File: src/rtl/instr_fetch_queue.sv
// instr_fetch_queue: fetch stage in front of decode.
// Owns the fetch PC, issues one word read per cycle to instruction memory,
// and queues returned instructions with their PCs for decode (valid/ready).
// A redirect flushes the queue and squashes any read in flight.
// Optional feature: define IFQ_BYPASS_EN to forward a returning word straight
// to decode when the queue is empty (1-cycle fetch-to-decode latency).
module instr_fetch_queue #(
  parameter int          DEPTH    = 4,
  parameter logic [31:0] RESET_PC = 32'h0000_0000,
  parameter int          IMEM_AW  = 8
) (
  input  logic               clk,
  input  logic               rst,
  output logic               imem_req,
  output logic [IMEM_AW-1:0] imem_addr,
  input  logic [31:0]        imem_data,
  input  logic               redirect_valid,
  input  logic [31:0]        redirect_pc,
  output logic               dec_valid,
  input  logic               dec_ready,
  output logic [31:0]        dec_instr,
  output logic [31:0]        dec_pc,
  output logic [31:0]        dec_pc_plus4,
  output logic [31:0]        fetch_pc
);

  localparam int PW = $clog2(DEPTH);
  localparam int CW = PW + 1;
  localparam logic [PW-1:0] PTR_ONE = PW'(1);
  localparam logic [CW-1:0] CNT_ONE = CW'(1);
  localparam logic [CW-1:0] CNT_ZERO = CW'(0);
  localparam logic [CW:0]   DEPTH_C = (CW + 1)'(DEPTH);

  // PC of the instruction that follows the given one (wraps at 2^32)
  function automatic logic [31:0] next_pc(input logic [31:0] pc);
    return pc + 32'd4;
  endfunction

  logic [31:0]   pc_mem_r    [DEPTH];
  logic [31:0]   instr_mem_r [DEPTH];
  logic [PW-1:0] rd_ptr_r;
  logic [PW-1:0] wr_ptr_r;
  logic [CW-1:0] count_r;
  logic          inflight_r;
  logic [31:0]   inflight_pc_r;
  logic [31:0]   fetch_pc_r;

  logic          nonempty_s;
  logic          bypass_s;
  logic          fifo_pop_s;
  logic          bypass_pop_s;
  logic          push_s;
  logic          issue_s;
  logic [CW:0]   occ_s;
  logic [31:0]   redirect_aligned_s;

  assign nonempty_s = (count_r != CNT_ZERO);

`ifdef IFQ_BYPASS_EN
  // Forward a returning word when nothing older is queued and it is not squashed
  assign bypass_s = ~nonempty_s & inflight_r & ~redirect_valid;
`else
  assign bypass_s = 1'b0;
`endif

  assign fifo_pop_s   = nonempty_s & dec_ready;
  assign bypass_pop_s = bypass_s & dec_ready;
  // A bypassed word taken by decode this cycle is never written to the queue
  assign push_s       = inflight_r & ~redirect_valid & ~bypass_pop_s;

  // Slots committed after this cycle: queued + in-flight - leaving now.
  // A pop implies count>=1 or a bypassed in-flight word, so no underflow.
  assign occ_s = {1'b0, count_r} + {{CW{1'b0}}, inflight_r}
               - {{CW{1'b0}}, (fifo_pop_s | bypass_pop_s)};

  assign issue_s            = rst & ~redirect_valid & (occ_s < DEPTH_C);
  assign imem_req           = issue_s;
  assign imem_addr          = fetch_pc_r[IMEM_AW+1:2];
  assign fetch_pc           = fetch_pc_r;
  assign redirect_aligned_s = redirect_pc & 32'hFFFF_FFFC;

  // Decode-side view: queue head, else bypassed return, else all zero
  always_comb begin
    dec_valid    = 1'b0;
    dec_instr    = 32'h0000_0000;
    dec_pc       = 32'h0000_0000;
    dec_pc_plus4 = 32'h0000_0000;
    if (nonempty_s) begin
      dec_valid    = 1'b1;
      dec_instr    = instr_mem_r[rd_ptr_r];
      dec_pc       = pc_mem_r[rd_ptr_r];
      dec_pc_plus4 = next_pc(pc_mem_r[rd_ptr_r]);
    end else if (bypass_s) begin
      dec_valid    = 1'b1;
      dec_instr    = imem_data;
      dec_pc       = inflight_pc_r;
      dec_pc_plus4 = next_pc(inflight_pc_r);
    end else begin
      dec_valid    = 1'b0;
    end
  end

  // Queue storage: capture returning word with its PC at the write pointer
  always_ff @(posedge clk or negedge rst) begin
    if (!rst) begin
      for (int i = 0; i < DEPTH; i++) begin
        pc_mem_r[i]    <= 32'h0000_0000;
        instr_mem_r[i] <= 32'h0000_0000;
      end
    end else if (push_s) begin
      pc_mem_r[wr_ptr_r]    <= inflight_pc_r;
      instr_mem_r[wr_ptr_r] <= imem_data;
    end
  end

  // Control state: pointers, occupancy, in-flight tracking and fetch PC
  always_ff @(posedge clk or negedge rst) begin
    if (!rst) begin
      rd_ptr_r      <= {PW{1'b0}};
      wr_ptr_r      <= {PW{1'b0}};
      count_r       <= CNT_ZERO;
      inflight_r    <= 1'b0;
      inflight_pc_r <= 32'h0000_0000;
      fetch_pc_r    <= RESET_PC;
    end else if (redirect_valid) begin
      rd_ptr_r      <= {PW{1'b0}};
      wr_ptr_r      <= {PW{1'b0}};
      count_r       <= CNT_ZERO;
      inflight_r    <= 1'b0;
      fetch_pc_r    <= redirect_aligned_s;
    end else begin
      if (push_s) begin
        wr_ptr_r <= wr_ptr_r + PTR_ONE;
      end
      if (fifo_pop_s) begin
        rd_ptr_r <= rd_ptr_r + PTR_ONE;
      end
      case ({push_s, fifo_pop_s})
        2'b10:   count_r <= count_r + CNT_ONE;
        2'b01:   count_r <= count_r - CNT_ONE;
        default: count_r <= count_r;
      endcase
      inflight_r <= issue_s;
      if (issue_s) begin
        inflight_pc_r <= fetch_pc_r;
        fetch_pc_r    <= next_pc(fetch_pc_r);
      end
    end
  end

endmodule

File: config.mk
export PLATFORM = sky130hd
export DESIGN_NAME = instr_fetch_queue
export DESIGN_NICKNAME = d
export VERILOG_FILES = /design/src/rtl/instr_fetch_queue.sv
export SDC_FILE = /design/constraint.sdc
export NUM_CORES = 1
export LEC_CHECK = 0
export CAP_MARGIN = 30
export CORE_MARGIN = 2
export CORE_UTILIZATION = 40
export DETAILED_ROUTE_END_ITERATION = 8
export SYNTH_ARGS = -nofsm -noshare
export SYNTH_HDL_FRONTEND = slang
export SYNTH_SLANG_ARGS = --single-unit
File: constraint.sdc
create_clock -name clk -period 4.8 [get_ports clk]
set_clock_uncertainty 0.05 [all_clocks]
set_input_delay 0.72 -clock clk [delete_from_list [all_inputs] [get_ports clk]]
set_output_delay 0.72 -clock clk [all_outputs]
set_load 0.05 [all_outputs]
-- Word-level counts from Yosys, hierarchy flattened
Cells that the tools add are included.
W data, S select, Z words.
- $add $sub $neg: 8
- $lt $le $gt $ge: 4
- equal/unequal tests: 2
- multiplexer cells: 23
- bitwise operators: 7
- reduce and logical (&&, ||, !) cells: 7
- operators by type and width (kind ; count):
    $mux W32 ; 10
    $bwmux W128 ; 2
    $bmux W32 S2 ; 2
    $add A32 B3 Y32 const B ; 2
    $demux W32 S2 ; 1
    $mux W2 ; 4
    $ge A3 B3 Y1 const B ; 2
    $not A2 Y3 ; 2
    $pmux W3 S2 ; 1
    $reduce_bool A2 Y1 ; 3
    $reduce_bool A3 Y1 ; 2
    $add A2 B1 Y2 const B ; 2
    $add A3 B1 Y4 ; 1
    $and A1 B1 Y1 ; 4
    $lt A4 B3 Y1 const B ; 1
    $sub A4 B1 Y4 ; 1
    $add A3 B1 Y3 const B ; 1
    $lt A3 B1 Y1 const B ; 1
    $mux W3 ; 1
    $sub A3 B1 Y3 const B ; 1
    $eq A2 B1 Y1 const B ; 1
    $eq A2 B2 Y1 const B ; 1
    $mux W1 ; 2
    $reduce_and A2 Y1 ; 1
    other kinds (2) ; 2
- logic and storage cells: 65
- register bits after elaboration: 328
- output and inout bits: 138

-- Longest topological paths before layout
- depth in word-level cells: 7
- depth in mapped cells: 13
- depth with buffers taken out: 11

-- Worst setup path before layout
OpenSTA, ideal clock, no wires.
- kind: reg2out
- start: register count_r[1]
- end: output imem_req
- path buffers: 2
- setup slack: 787 ps
- cell stages (with the launch flop): 12
- arrival: 3243 ps
- cell sequence: dfrtp_1 > o31ai_1 > inv_1 > ha_1 > inv_1 > ha_1 > and3b_1 > nor4_1 > o21ai_2 > inv_1 > buf_2 > clkbuf_1
- cells in the longest elaborated chain, start to end: 5
- elaborated cells on any way between the ends: 6
- classes of those cells: 2 x add/sub; 1 x order compare; 2 x bitwise; 1 x reduce/logical
- RTL lines (element ; line ; source):
    start: declaration ; 43 ; logic [CW-1:0] count_r;
    start signal: assignment ; 139 ; 2'b10: count_r <= count_r + CNT_ONE;
    start signal: assignment ; 140 ; 2'b01: count_r <= count_r - CNT_ONE;
    start signal: assignment ; 141 ; default: count_r <= count_r;
    branches (longest 2 deep; another with $add A3 B1 Y4) ; -- ;
    $sub A4 B1 Y4 (*) ; 74 ; - {{CW{1'b0}}, (fifo_pop_s | bypass_pop_s)};
    $lt A4 B3 Y1 (*) ; 76 ; assign issue_s = rst & ~redirect_valid & (occ_s < DEPTH_C);
    $and A1 B1 Y1 (*) ; 76 ;
    end: declaration ; 14 ; output logic imem_req,
Every way passes the cells marked *.

-- Worst setup path in the final report
- start: register rd_ptr_r[0]
- end: output dec_pc_plus4[10]
- cells in the longest elaborated chain, start to end: 6
- RTL lines (element ; line ; source):
    start: declaration ; 41 ; logic [PW-1:0] rd_ptr_r;
    start signal: assignment ; 119 ; rd_ptr_r <= {PW{1'b0}};
    start signal: assignment ; 126 ; rd_ptr_r <= {PW{1'b0}};
    start signal: assignment ; 136 ; rd_ptr_r <= rd_ptr_r + PTR_ONE;
    $not A2 Y3 (implied by the code) ; 92 ; dec_pc_plus4 = next_pc(pc_mem_r[rd_ptr_r]);
    $bmux W32 S2 ; 92 ;
    $mux W32 (implied by the code) (2 in a row) ; 92 ;
    $add A32 B3 Y32 ; 36 ; return pc + 32'd4;
    $mux W32 ; 88 ; if (nonempty_s) begin
    end: declaration ; 23 ; output logic [31:0] dec_pc_plus4,
Every way passes these cells. The select of a mux whose other input is x is not followed.

==> results by stage <==
Synthesis:
- The post-synthesis cell count is 1199.
- Of the synthesized area, sequential elements account for 0.507.
- The number of warnings issued by yosys is 0.
- The average cell area after synthesis is around 13 sq um.
- The flip-flop and latch count after synthesis is between 300 and 400.
- The mapped netlist covers ~16000 sq um.
- The number of distinct library cells after synthesis is 62.

Timing:
- Setup repair after global routing left no endpoint under its margin.
- The hold violation count in the final report came to 0.
- Dividing the final minimum period by the clock period gives 0.945.
- Timing would allow up to 220 MHz.
- The number of setup violations in the final report is 0.
- The total count of max-transition violations in the final report is 0.
- Counting I/O delays and the setup requirement, the final critical path takes approximately 4500 ps.
- For the pin with the worst max-slew slack, the measured transition is 896 ps.
- The relative slew slack is 0.403.
- Setup total negative slack on the finished layout was measured at 0 ps.

Clocking:
- The number of hold buffers added after cts is 0.
- The total setup buffers inserted after CTS is 0.
- The maximum count of clock buffers along a single path is 3.
- After clock tree synthesis, the repair step resized 0 gates.
- The later pin in the worst-skew pair is clocked with a latency of between 500 and 600 ps.
- TritonCTS built the clock tree.
- The number of H-tree levels is 2.
- The clock root buffer master is clkbuf_16.
- After clock tree synthesis, the clock-pin slew on the worst setup and hold paths is 60 ps.
- Buffers inserted during clock tree synthesis total 37.
- CTS saw 316 sinks.

Detailed routing:
- For this block, the initial DRC count from the detailed router was 510.
- The total DRC errors in the routed layout is 0.
- After detailed routing, the average wire length per cell comes to 20.3 um.
- Dividing the detail-routed via count by the number of cells gives 5.38.
- The routed wire length is slightly below 40000 um.
- The detail route stage leaves a number of antenna-violating nets equal to 0.
- The first detailed-routing pass took 4 iterations.
- The routed layout has between 10000 and 15000 vias.

Place:
- The area of placed instances is approximately 18000 sq um.
- Buffers placed on the I/O ports in this run total 197.
- The HPWL after detailed placement is ~25000 um.
- The congestion estimate from routability-driven global placement came to 0.846.

Critical path:
- The minimum setup slack among reg-to-reg paths is 1120 ps.
- The worst setup path is launched from a register.
- The endpoint identified for the worst register-to-register timing path is fetch_pc[4].
- The maximum fanout along the worst path is 21.
- STA classifies the critical path endpoint as an output port.
- The number of cell instances on the worst register-to-register path is 11.
- The class of the most critical setup path is register to output port.
- The worst flop-to-flop path startpoint is count_r[1].
- The required arrival time at the worst endpoint is 4030 ps.
- Data arrives at the worst endpoint at ~3800 ps.

Power:
- The total power divided by cell area is 652 nW/um^2.
- The peak ir drop on the vdd network is 0.000256 V.
- The static leakage is 8.65 nW.
- The total power after layout is 12.6 mW.

Floorplan:
- The number of ports placed on the die boundary is 206.
- The total core area is ~39000 sq um.
- The floorplan has 72 rows.
- The overall die width is 201 um.
- The starting density of the core is 0.404.
- The floorplan step set the die height to 201 um.
- The area of the die is slightly above 40000 sq um.

Global routing:
- Global routing finished with a remaining overflow of 0.
- The number of global-route vias before repair was 10500.
- The overall routing resource usage is 0.192.
- The first global-routing pass estimated 61700 um of wire.
- The initial antenna violation count is 0.
- The maximum number of pins on one net before global-route repair is 161.

Min path:
- The path class of the tightest hold or removal check is input pin to asynchronous set/reset pin.

Final layout:
- The fraction of final layout cells with drive strength greater than 1 is 0.308.
- The finished cells cover 19300 sq um.
- In the layout the commonest cells are dfrtp_1 (314), mux2_2 (256), clkdlybuf4s50_1 (178).
- 0 antenna diodes ended up in the layout.
- The area growth from synthesis to layout is 23.5%.
- The final net count is 1454.
- The fill cell total of the finished layout is around 3400.
- The commonest non-fill, non-tap cell in the layout is dfrtp_1.

Flow run:
- The max-cap check violation count is 0.

Outcome:
- The flow ran to the end, and the final reports show no timing, DRC or antenna violations.
cell families after synthesis:
group / synth area share
AND/OR/NAND/NOR: 0.112
adder cells (fa/ha/maj): 0.00850
other: 0.000240
buffers and inverters: 0.0371
flip-flops: 0.507
XOR/XNOR: 0.0118
AO/OA/AOI/OAI: 0.0403
multiplexers: 0.284
per-stage QoR:
step	setup slack, ps	utilization	hold slack, ps	instances
2_1_floorplan	787	-	374	1204
3_3_place_gp	768	0.466	429	1853
3_5_place_dp	754	0.466	435	1854
4_1_cts	191	0.499	3.01	1921
5_1_grt	102	0.499	13.8	1922
6_report	264	0.499	15.4	1922
layer usage:
metal  routed length [um]  GRT usage
met3                 1890     0.0327
met2                18200      0.303
met5                    0          0
met4                  564     0.0386
met1                18300      0.281
cell usage after synthesis (all sizes together):
| cell type | n | area [sq um] |
|---|---|---|
| fa | 1 | 20.0 |
| a31o | 2 | 17.5 |
| nor4 | 12 | 75.1 |
| mux4 | 62 | 1450 |
| nor2b | 1 | 6.26 |
| dfrtp | 316 | 7910 |
| mux2i | 9 | 90.1 |
| nor2 | 32 | 120 |
| o31ai | 13 | 97.6 |
| o211a | 1 | 10.0 |
| mux2 | 256 | 2880 |
| nor3b | 1 | 7.51 |
| or2 | 1 | 6.26 |
| a211o | 3 | 26.3 |
| ha | 9 | 113 |
| o41a | 1 | 11.3 |
| o21ai | 16 | 83.8 |
| a31oi | 3 | 18.8 |
| clkinv | 1 | 3.75 |
| and4 | 11 | 100 |
| o311ai | 16 | 140 |
| clkbuf | 59 | 283 |
| nand3 | 16 | 85.1 |
| xnor2 | 9 | 78.8 |
| a21oi | 14 | 70.1 |
| nor4b | 1 | 8.76 |
| and2 | 70 | 440 |
| buf | 29 | 231 |
| a22o | 1 | 8.76 |
| or4 | 9 | 67.6 |
| xor2 | 12 | 105 |
| and3b | 1 | 8.76 |
| inv | 16 | 60.1 |
| nand4b | 2 | 17.5 |
| or3 | 9 | 56.3 |
| o2111ai | 3 | 26.3 |
| nand3b | 3 | 35.0 |
| and3 | 8 | 51.3 |
| a221o | 5 | 50.1 |
| nand4 | 19 | 131 |
| conb | 1 | 3.75 |
| nand2 | 127 | 477 |
| nor3 | 9 | 45.0 |
| a21o | 3 | 22.5 |
| o211ai | 6 | 45.0 |
critical path, cell delays in order, from the launching register on:
cell	delay [ps]
dfrtp_4	680
buf_4	310
mux4_2	580
ha_1	290
and2_0	220
nand3b_1	130
xor2_1	70
nor2_1	130
clkdlybuf4s50_1	820
flip-flops by register name, indices dropped and copies added (netlist names):
| name | flops |
|---|---|
| instr_mem_r | 128 |
| pc_mem_r | 120 |
| fetch_pc | 30 |
| inflight_pc_r | 30 |
| count_r | 3 |
| rd_ptr_r | 2 |
| wr_ptr_r | 2 |
| inflight_r | 1 |
power breakdown:
group          switching, mW  internal, mW  total [mW]
logic                   3.30          2.33        5.63
clock network           1.10          1.72        2.82
registers              0.633          3.47        4.10
total                   5.03          7.52        12.6
worst max path at each step:
| stage | from | slack, ps | to |
|---|---|---|---|
| 5_1_grt | rd_ptr_r[0] | 100 | dec_pc_plus4[12] |
| 4_1_cts | rd_ptr_r[0] | 190 | dec_pc_plus4[10] |
| 6_report | rd_ptr_r[0] | 260 | dec_pc_plus4[10] |
| 2_1_floorplan | count_r[1] | 790 | imem_req |
| 3_3_place_gp | rd_ptr_r[0] | 770 | dec_pc_plus4[10] |
| 3_5_place_dp | rd_ptr_r[0] | 750 | dec_pc_plus4[10] |
area by class of cell:
cell class	count	area, sq um	area share
clock buffer	49	1060	0.0551
clock inverter	18	179	0.00929
inverter	17	63.8	0.00331
multi-input combinational	783	7160	0.372
sequential	316	7910	0.411
tap	518	648	0.0337
timing repair buffer	221	2230	0.116
No activity file was read; power rests on OpenSTA's default activity.
